$ cat src/rtl/skynet_mac_pkg.sv
// skynet_mac_pkg -- mode encodings and the shared round/saturate helper for the MAC pipe.
// Rev 1.0
`default_nettype none

package skynet_mac_pkg;

  localparam logic MODE_MUL = 1'b0;
  localparam logic MODE_ACC = 1'b1;

  // Working width for the rounding helper; wide enough that acc + bias never overflows.
  localparam int SR_W = 64;

  // Returns {sat, value}; value is the rounded, clipped result sign-extended to SR_W bits.
  function automatic logic [SR_W:0] sat_round(input logic signed [SR_W-1:0] acc,
                                               input int shift,
                                               input int out_w);
    logic signed [SR_W-1:0] bias;
    logic signed [SR_W-1:0] r;
    logic signed [SR_W-1:0] hi;
    logic signed [SR_W-1:0] lo;
    bias = (shift > 0) ? (64'sd1 <<< (shift - 1)) : 64'sd0;
    r    = (acc + bias) >>> shift;
    hi   = (64'sd1 <<< (out_w - 1)) - 64'sd1;
    lo   = -(64'sd1 <<< (out_w - 1));
    if (r > hi) begin
      return {1'b1, hi};
    end else if (r < lo) begin
      return {1'b1, lo};
    end
    return {1'b0, r};
  endfunction

endpackage

`default_nettype wire

$ cat src/rtl/skynet_mac_lane.sv
// skynet_mac_lane -- one MAC lane: operand register, product pipe, accumulator, round/saturate.
// Rev 1.0
`default_nettype none

module skynet_mac_lane
  import skynet_mac_pkg::*;
#(
  parameter int A_W        = 9,
  parameter int B_W        = 11,
  parameter int ACC_W      = 24,
  parameter int OUT_W      = 16,
  parameter int SHIFT      = 4,
  parameter int MUL_STAGES = 2
) (
  input  logic                    clk,
  input  logic                    rst_n,
  input  logic                    advance,
  input  logic                    acc_en,
  input  logic                    acc_load,
  input  logic                    out_load,
  input  logic signed [A_W-1:0]   a,
  input  logic signed [B_W-1:0]   b,
  output logic signed [OUT_W-1:0] res,
  output logic                    sat
);

  localparam int P_W = A_W + B_W;

  logic signed [A_W-1:0]   a_q;
  logic signed [B_W-1:0]   b_q;
  logic signed [P_W-1:0]   prod_full;
  logic signed [ACC_W-1:0] prod_pipe [MUL_STAGES];
  logic signed [ACC_W-1:0] acc;
  logic [SR_W:0]           rounded;
  logic                    unused_rounded;

  assign prod_full      = P_W'(a_q) * P_W'(b_q);
  assign rounded        = sat_round(SR_W'(acc), SHIFT, OUT_W);
  assign unused_rounded = ^rounded[SR_W-1:OUT_W];

  always_ff @(posedge clk) begin
    if (!rst_n) begin
      a_q <= '0;
      b_q <= '0;
      for (int k = 0; k < MUL_STAGES; k++) begin
        prod_pipe[k] <= '0;
      end
      acc <= '0;
      res <= '0;
      sat <= 1'b0;
    end else if (advance) begin
      a_q          <= a;
      b_q          <= b;
      prod_pipe[0] <= ACC_W'(prod_full);
      for (int k = 1; k < MUL_STAGES; k++) begin
        prod_pipe[k] <= prod_pipe[k-1];
      end
      // Overflow wraps by design; the accumulator is sized by the integrator.
      if (acc_en) begin
        acc <= acc_load ? prod_pipe[MUL_STAGES-1] : acc + prod_pipe[MUL_STAGES-1];
      end
      if (out_load) begin
        res <= rounded[OUT_W-1:0];
        sat <= rounded[SR_W];
      end
    end
  end

endmodule

`default_nettype wire

$ cat src/rtl/skynet_mac_pipe.sv
// skynet_mac_pipe -- multi-lane signed MAC pipeline with packet accumulation and valid/ready flow.
// Rev 1.0
`default_nettype none

module skynet_mac_pipe
  import skynet_mac_pkg::*;
#(
  parameter int A_W        = 9,
  parameter int B_W        = 11,
  parameter int LANES      = 4,
  parameter int ACC_W      = 24,
  parameter int OUT_W      = 16,
  parameter int SHIFT      = 4,
  parameter int MUL_STAGES = 2
) (
  input  logic                   ap_clk,
  input  logic                   ap_rst_n,
  input  logic                   in_valid,
  output logic                   in_ready,
  input  logic [LANES*A_W-1:0]   in_a,
  input  logic [LANES*B_W-1:0]   in_b,
  input  logic                   in_mode,
  input  logic                   in_last,
  output logic                   out_valid,
  input  logic                   out_ready,
  output logic [LANES*OUT_W-1:0] out_data,
  output logic [LANES-1:0]       out_sat
);

  // Operand register plus MUL_STAGES product registers carry the beat sideband.
  localparam int NST = MUL_STAGES + 1;

  logic           stall;
  logic           advance;
  logic           accept;
  logic           first_beat;
  logic           beat_mode;
  logic           beat_last;
  logic           pkt_open;
  logic           mode_q;
  logic [NST-1:0] v_pipe;
  logic [NST-1:0] load_pipe;
  logic [NST-1:0] emit_pipe;
  logic           acc_v;
  logic           acc_emit;
  logic           out_load;

  assign stall      = out_valid && !out_ready;
  assign advance    = !stall;
  assign in_ready   = !stall && ap_rst_n;
  assign accept     = in_valid && in_ready;
  assign first_beat = !pkt_open;
  assign beat_mode  = first_beat ? in_mode : mode_q;
  // Multiply-only beats always close their own one-beat packet.
  assign beat_last  = (beat_mode == MODE_MUL) || in_last;
  assign out_load   = acc_v && acc_emit;

  always_ff @(posedge ap_clk) begin
    if (!ap_rst_n) begin
      v_pipe    <= '0;
      load_pipe <= '0;
      emit_pipe <= '0;
      acc_v     <= 1'b0;
      acc_emit  <= 1'b0;
      out_valid <= 1'b0;
      pkt_open  <= 1'b0;
      mode_q    <= MODE_MUL;
    end else if (advance) begin
      v_pipe    <= {v_pipe[NST-2:0], accept};
      load_pipe <= {load_pipe[NST-2:0], first_beat};
      emit_pipe <= {emit_pipe[NST-2:0], beat_last};
      acc_v     <= v_pipe[NST-1];
      acc_emit  <= emit_pipe[NST-1];
      out_valid <= out_load;
      if (accept) begin
        pkt_open <= !beat_last;
        if (first_beat) begin
          mode_q <= in_mode;
        end
      end
    end
  end

  for (genvar g = 0; g < LANES; g++) begin : g_lane
    skynet_mac_lane #(
      .A_W        (A_W),
      .B_W        (B_W),
      .ACC_W      (ACC_W),
      .OUT_W      (OUT_W),
      .SHIFT      (SHIFT),
      .MUL_STAGES (MUL_STAGES)
    ) u_lane (
      .clk      (ap_clk),
      .rst_n    (ap_rst_n),
      .advance  (advance),
      .acc_en   (v_pipe[NST-1]),
      .acc_load (load_pipe[NST-1]),
      .out_load (out_load),
      .a        (in_a[g*A_W +: A_W]),
      .b        (in_b[g*B_W +: B_W]),
      .res      (out_data[g*OUT_W +: OUT_W]),
      .sat      (out_sat[g])
    );
  end

endmodule

`default_nettype wire

$ cat config.mk
export PLATFORM = sky130hd
export DESIGN_NAME = skynet_mac_pipe
export DESIGN_NICKNAME = d
export VERILOG_FILES = /design/src/rtl/skynet_mac_pkg.sv /design/src/rtl/skynet_mac_lane.sv /design/src/rtl/skynet_mac_pipe.sv
export SDC_FILE = /design/constraint.sdc
export NUM_CORES = 2
export LEC_CHECK = 0
export ABC_AREA = 1
export BUFFER_PORTS_ARGS = -buffer_cell sky130_fd_sc_hd__buf_2
export CAP_MARGIN = 0
export CORE_MARGIN = 5
export CORE_UTILIZATION = 35
export DETAILED_ROUTE_END_ITERATION = 8
export GPL_TIMING_DRIVEN = 0
export HOLD_SLACK_MARGIN = 0.08
export MAX_ROUTING_LAYER = met4
export PLACE_DENSITY = 0.49
export SLEW_MARGIN = 20
export SYNTH_ARGS = -nofsm -noshare
export SYNTH_HDL_FRONTEND = slang
export SYNTH_HIERARCHICAL = 1
export SYNTH_SLANG_ARGS = --single-unit
$ cat constraint.sdc
create_clock -name ap_clk -period 6.35 [get_ports ap_clk]
set_clock_uncertainty 0.2 [all_clocks]
set_input_delay 0.3175 -clock ap_clk [delete_from_list [all_inputs] [get_ports ap_clk]]
set_output_delay 0.3175 -clock ap_clk [all_outputs]
set_load 0.05 [all_outputs]
======== Yosys cells after proc, flatten, opt, wreduce, memory -nomap -nowiden ========
Memories as Yosys holds them, arrays and structs flattened.
Index checks and enable logic that the tools add are counted.
operators by class
  multipliers ............................. 4
  muxes and demuxes ....................... 37
  magnitude comparators ................... 8
  bitwise logic cells ..................... 10
  reductions and logical operators ........ 12
  add/subtract/negate cells ............... 8
operators by type and width
  kind                     count
  $mux W65                 12
  $mux W24                 12
  $add A24 B5 Y25 const B  4
  $add A24 B24 Y24         4
  $gt A21 B16 Y1 const B   4
  $lt A21 B16 Y1 const B   4
  $mul A9 B11 Y20          4
  $mux W1                  13
  $or A1 B1 Y1             8
  $reduce_and A2 Y1        3
  $logic_and A1 B1 Y1      4
  $logic_not A1 Y1         4
  $not A1 Y1               2
  $logic_or A1 B1 Y1       1
storage, ports and cells
  RAM bits ................................ 192
  output and inout bits ................... 70
  bits of input ports ..................... 86
  register bits ........................... 258
  word-level logic and storage cells ...... 111
  memories ................................ 4
memory list
  name                        depth  bits a word  rd ports  clocked after memory_dff  wr ports  RTL line               RTL
  g_lane[0].u_lane.prod_pipe  2      24           2         0                         2         skynet_mac_lane.sv:32  logic signed [ACC_W-1:0] prod_pipe [MUL_STAGES];
  g_lane[1].u_lane.prod_pipe  2      24           2         0                         2         skynet_mac_lane.sv:32
  g_lane[2].u_lane.prod_pipe  2      24           2         0                         2         skynet_mac_lane.sv:32
  g_lane[3].u_lane.prod_pipe  2      24           2         0                         2         skynet_mac_lane.sv:32

======== Longest topological paths before layout ========
  depth in word-level cells ............... 6
  depth in mapped cells ................... 23
  mapped depth without buffers ............ 22

======== Cells and area by module ========
The synthesis kept the hierarchy.
by module, submodules not included
  module                                   instances  cells an instance  sequential area each (µm²)  area an instance (µm²)
  skynet_mac_lane at g_lane[0].u_lane ...  2          1302               2422.3                      9520.4
  skynet_mac_lane at g_lane[2].u_lane      1          1349               2422.3                      9791.9
  skynet_mac_lane at g_lane[3].u_lane      1          1285               2422.3                      9525.4
  skynet_mac_pipe                          1          61                 280.3                       529.3

======== Worst setup path before layout ========
No wires, ideal clock.
  path type ............................... reg2reg
  from .................................... reg g_lane[2].u_lane.a_q[3]
  to ...................................... mem g_lane[2].u_lane.prod_pipe[0][18] (data pin)
  path slack .............................. 1.307 ns
  required time ........................... 5.897 ns
  cell stages (with the launch flop) ...... 21
  path buffers ............................ 1
  data arrival time ....................... 4.590 ns
  library setup time ...................... 0.253 ns
  clock period less this slack ............ 5.043 ns
  cells stage by stage .................... dfxtp_1 > clkbuf_1 > nand2_1 > fa_1 > inv_1 > fa_1 > fa_1 > inv_1 > fa_1 > inv_1 > ha_1 > ha_1 > a21oi_1 > a21boi_0 > nand3_1 > nand2_1 > nand2_1 > a21oi_1 > nand2_1 > nand2_1 > nor2_1
RTL lines
  what                    RTL line               RTL
  from (decl)             skynet_mac_lane.sv:29  logic signed [A_W-1:0] a_q;
  from (signal assigned)  skynet_mac_lane.sv:43  a_q <= '0;
  from (signal assigned)  skynet_mac_lane.sv:52  a_q <= a;
  to (decl)               skynet_mac_lane.sv:32

==> results by group <==
Final layout
  – Syn-to-layout area delta: 13.9%
  – Layout cells sized above 1: 6.72%
  – Antenna diodes: 0
  – Final #Nets: 6,285
  – Fin util: 40.1%

Synth
  – Post-synthesis sequential area ratio: 25.6%
  – Synth unique cells: 47
  – Number of enable flip-flop cells after synthesis: 160
  – Ys async rst share: 0%
  – Post-synth net total: 5,989
  – Synth Instances: 5,299
  – Yosys warns: 6
  – Largest area contributor in the netlist: fa_1
  – Top cells by area, synth: fa_1, dfxtp_1, edfxtp_1, nand2_1, inv_1
  – Most used DFF post-synth: dfxtp_1
  – Syn_area_per_cell: 7.34 sq um
  – FF+latch count, synth: 418
  – Synth top area share: 17.5%
  – Cell area after synthesis: 38,900 sq um

Worst setup path
  – CP Class: flip-flop to flip-flop
  – CP endpoint kind: flip-flop
  – Crit path max fanout: 10
  – Data required time of the worst path: 6530 ps
  – Worst Path Arrival: 5890 ps
  – RR Startpoint: g_lane[2].u_lane/a_q[3]
  – Setup crit start: g_lane[2].u_lane/a_q[3]
  – Startpoint types: flip-flop

CTS
  – CTS Hold Buffers Added: 85
  – Clock transition at the registers of the reported paths: 60 ps
  – Sink Count: 418
  – Root buffer cell: clkbuf_16
  – Postcts setup bufs: 0
  – Clk buf depth: 3
  – CTS buffer count: 54
  – H-tree Lvls: 2
  – Clk Latency, worst-skew pair: 640 ps
  – PostCTS Resize Cnt: 0
  – CTS tree: built

STA
  – Fmax: 175 MHz
  – Rel. slew slack: 23.3%
  – Period utilization: 89.9%
  – Final setup TNS: 0 ps
  – Fin. Hold Viols: 0
  – Least-Margin Pin Slew: 1150 ps
  – Final Critical Period: 5710 ps
  – Final Setup Violations: 0
  – Final count of pins violating max slew: 0
  – Unrepaired setup endpoints after global routing: false

GRT
  – Initial antenna violation count: 0
  – Grt ovf: 0
  – Total GRT Usage: 18.7%
  – Vias in the first global route: 33,000
  – Largest net degree at the start of global routing: 50
  – First-pass GRT wire length: 175 mm

Floorplan
  – Initial Util: 35.2%
  – Die Width: 343 um
  – IO Pins: 156
  – Core outline area: 111,000 sq um
  – Die area: 118,000 sq um
  – Die height: 343 um
  – # rows: 122

Drt
  – Final wirelength: 107 mm
  – DRT iter0 DRCs: 1,749
  – First-pass iteration count of the detailed router: 6
  – Wire length per cell: 15.0 um
  – Drt drc: 0
  – Detailed-route via count: 33,100
  – Final antenna-violating net count: 0
  – Vias per cell: 4.64

Min path
  – Hold Path Class: input pin to flip-flop
  – Hold_sp: out_ready

Run
  – Max_cap viols: 0

Status
  – Status: complete, no violations

Placed design
  – HPWL Detailed: 84.8 mm
  – Port bufs: 155
  – Routability Congestion: 0.915

Pwr
  – Maximum VDD drop: 0.000235 V
  – Final Total Pwr: 8.69 mW
  – P per Cell Area: 196 nW/um^2
  – Leak: 22.5 nW
-- cell families after synthesis --
logic type | synth area share, %
fa+ha+maj | 26.0
buf+inv | 12.2
simple gates | 23.6
compound gates | 9.87
xor+xnor | 2.68
flops | 25.6
-- Yosys cell counts (9+ instances only) --
cell      number
a21oi_1      328
a21oi_2       13
buf_1          9
clkbuf_1     149
dfxtp_1      258
edfxtp_1     160
fa_1         340
ha_1         264
inv_1       1053
inv_2          9
nand2_1     1269
nand2_2       18
nand2_4       10
nand3_1      196
nand3_2       14
nand4_1       47
nor2_1       563
nor2_2        19
nor2_4        20
nor3_1        37
o211ai_1      13
o21a_1        10
o21ai_0      290
o21bai_1      21
xnor2_1       59
xor2_1        60
-- final cells by class --
cell class,count,area [sq um]
Sequential cell,418,9970
Clock inverter,35,373
Timing Repair Buffer,240,1630
Tap cell,1488,1860
Clock buffer,67,1510
Inverter,1065,4000
Fill cell,11800,66200
Multi-Input combinational cell,3645,24200
Buffer,171,759
-- routing by layer --
layer	track usage, %	share of wire [%]
met1	25.5	48
met2	30.0	46
met3	2.63	4.5
met4	4.03	2.2
met5	-	0
-- path summary, 6_finish.rpt --
path                                       end  slack [ps]  depth (start not counted)
max          g_lane[2].u_lane/prod_pipe[0][18]         640                         20
min                                  v_pipe[0]         190                          5
max reg2reg  g_lane[2].u_lane/prod_pipe[0][18]         640                         20
min reg2reg                       emit_pipe[1]         260                          2
-- power breakdown --
group          switching [mW]  internal [mW]
sequential              0.143           3.05
combinational            1.40          0.857
clock                    1.30           1.94
-- flip-flops by register name, summed over array words and instances, names as in the netlist --
| signal | count |
|---|---|
| g_lane.u_lane/res | 64 |
| g_lane.u_lane/a_q | 36 |
| load_pipe | 3 |
| g_lane.u_lane/prod_pipe | 160 |
| pkt_open | 1 |
| acc_emit | 1 |
| v_pipe | 3 |
| g_lane.u_lane/acc | 96 |
| emit_pipe | 3 |
| mode_q | 1 |
| g_lane.u_lane/b_q | 44 |
| g_lane.u_lane/sat | 4 |
| acc_v | 1 |
| out_valid | 1 |
-- metrics by stage --
| stage | hold WS [ps] | worst slack (ps) | area [sq um] | cells |
|---|---|---|---|---|
| final | 194 | 644 | 44300 | 7129 |
| after global routing | 190 | 195 | 44300 | 7129 |
| after CTS | 147 | 562 | 44300 | 7129 |
| after detailed placement | 251 | 601 | 41500 | 6942 |
| after global placement | 248 | 580 | 41500 | 6942 |
| after floorplan | 230 | 1310 | 38900 | 5299 |
-- cells in the final DEF, fill, tap and decap left out, types with 5 or more instances in the layout --
cell and n:
a21boi_0 8, a21oi_1 328, a21oi_2 13, a221oi_1 8, buf_1 9, buf_2 157
buf_6 7, bufinv_16 6, clkbuf_1 150, clkbuf_16 57, clkbuf_8 6, clkinv_1 7
clkinv_2 6, clkinv_4 5, clkinvlp_4 9, dfxtp_1 258, dlygate4sd3_1 85, edfxtp_1 160
fa_1 340, ha_1 264, inv_1 1053, inv_2 9, nand2_1 1269, nand2_2 18
nand2_4 10, nand3_1 196, nand3_2 14, nand4_1 47, nor2_1 563, nor2_2 19
nor2_4 20, nor3_1 37, o211ai_1 13, o21a_1 10, o21ai_0 290, o21bai_1 21
o22ai_1 5, or2_2 6, xnor2_1 59, xor2_1 60
-- critical path, cell delays in order, from the launching register on --
cell and delay, ps:
dfxtp_1 370, clkbuf_1 480, nand2_1 280, fa_1 650, inv_1 150, fa_1 530
fa_1 550, inv_1 50, fa_1 520, inv_1 40, ha_1 290, ha_1 380
a21oi_1 180, a21boi_0 190, nand3_1 150, nand2_1 90, nand2_1 50, a21oi_1 150
nand2_1 70, nand2_1 60, nor2_1 50
Note: power is estimated with default switching activity, not from simulation.
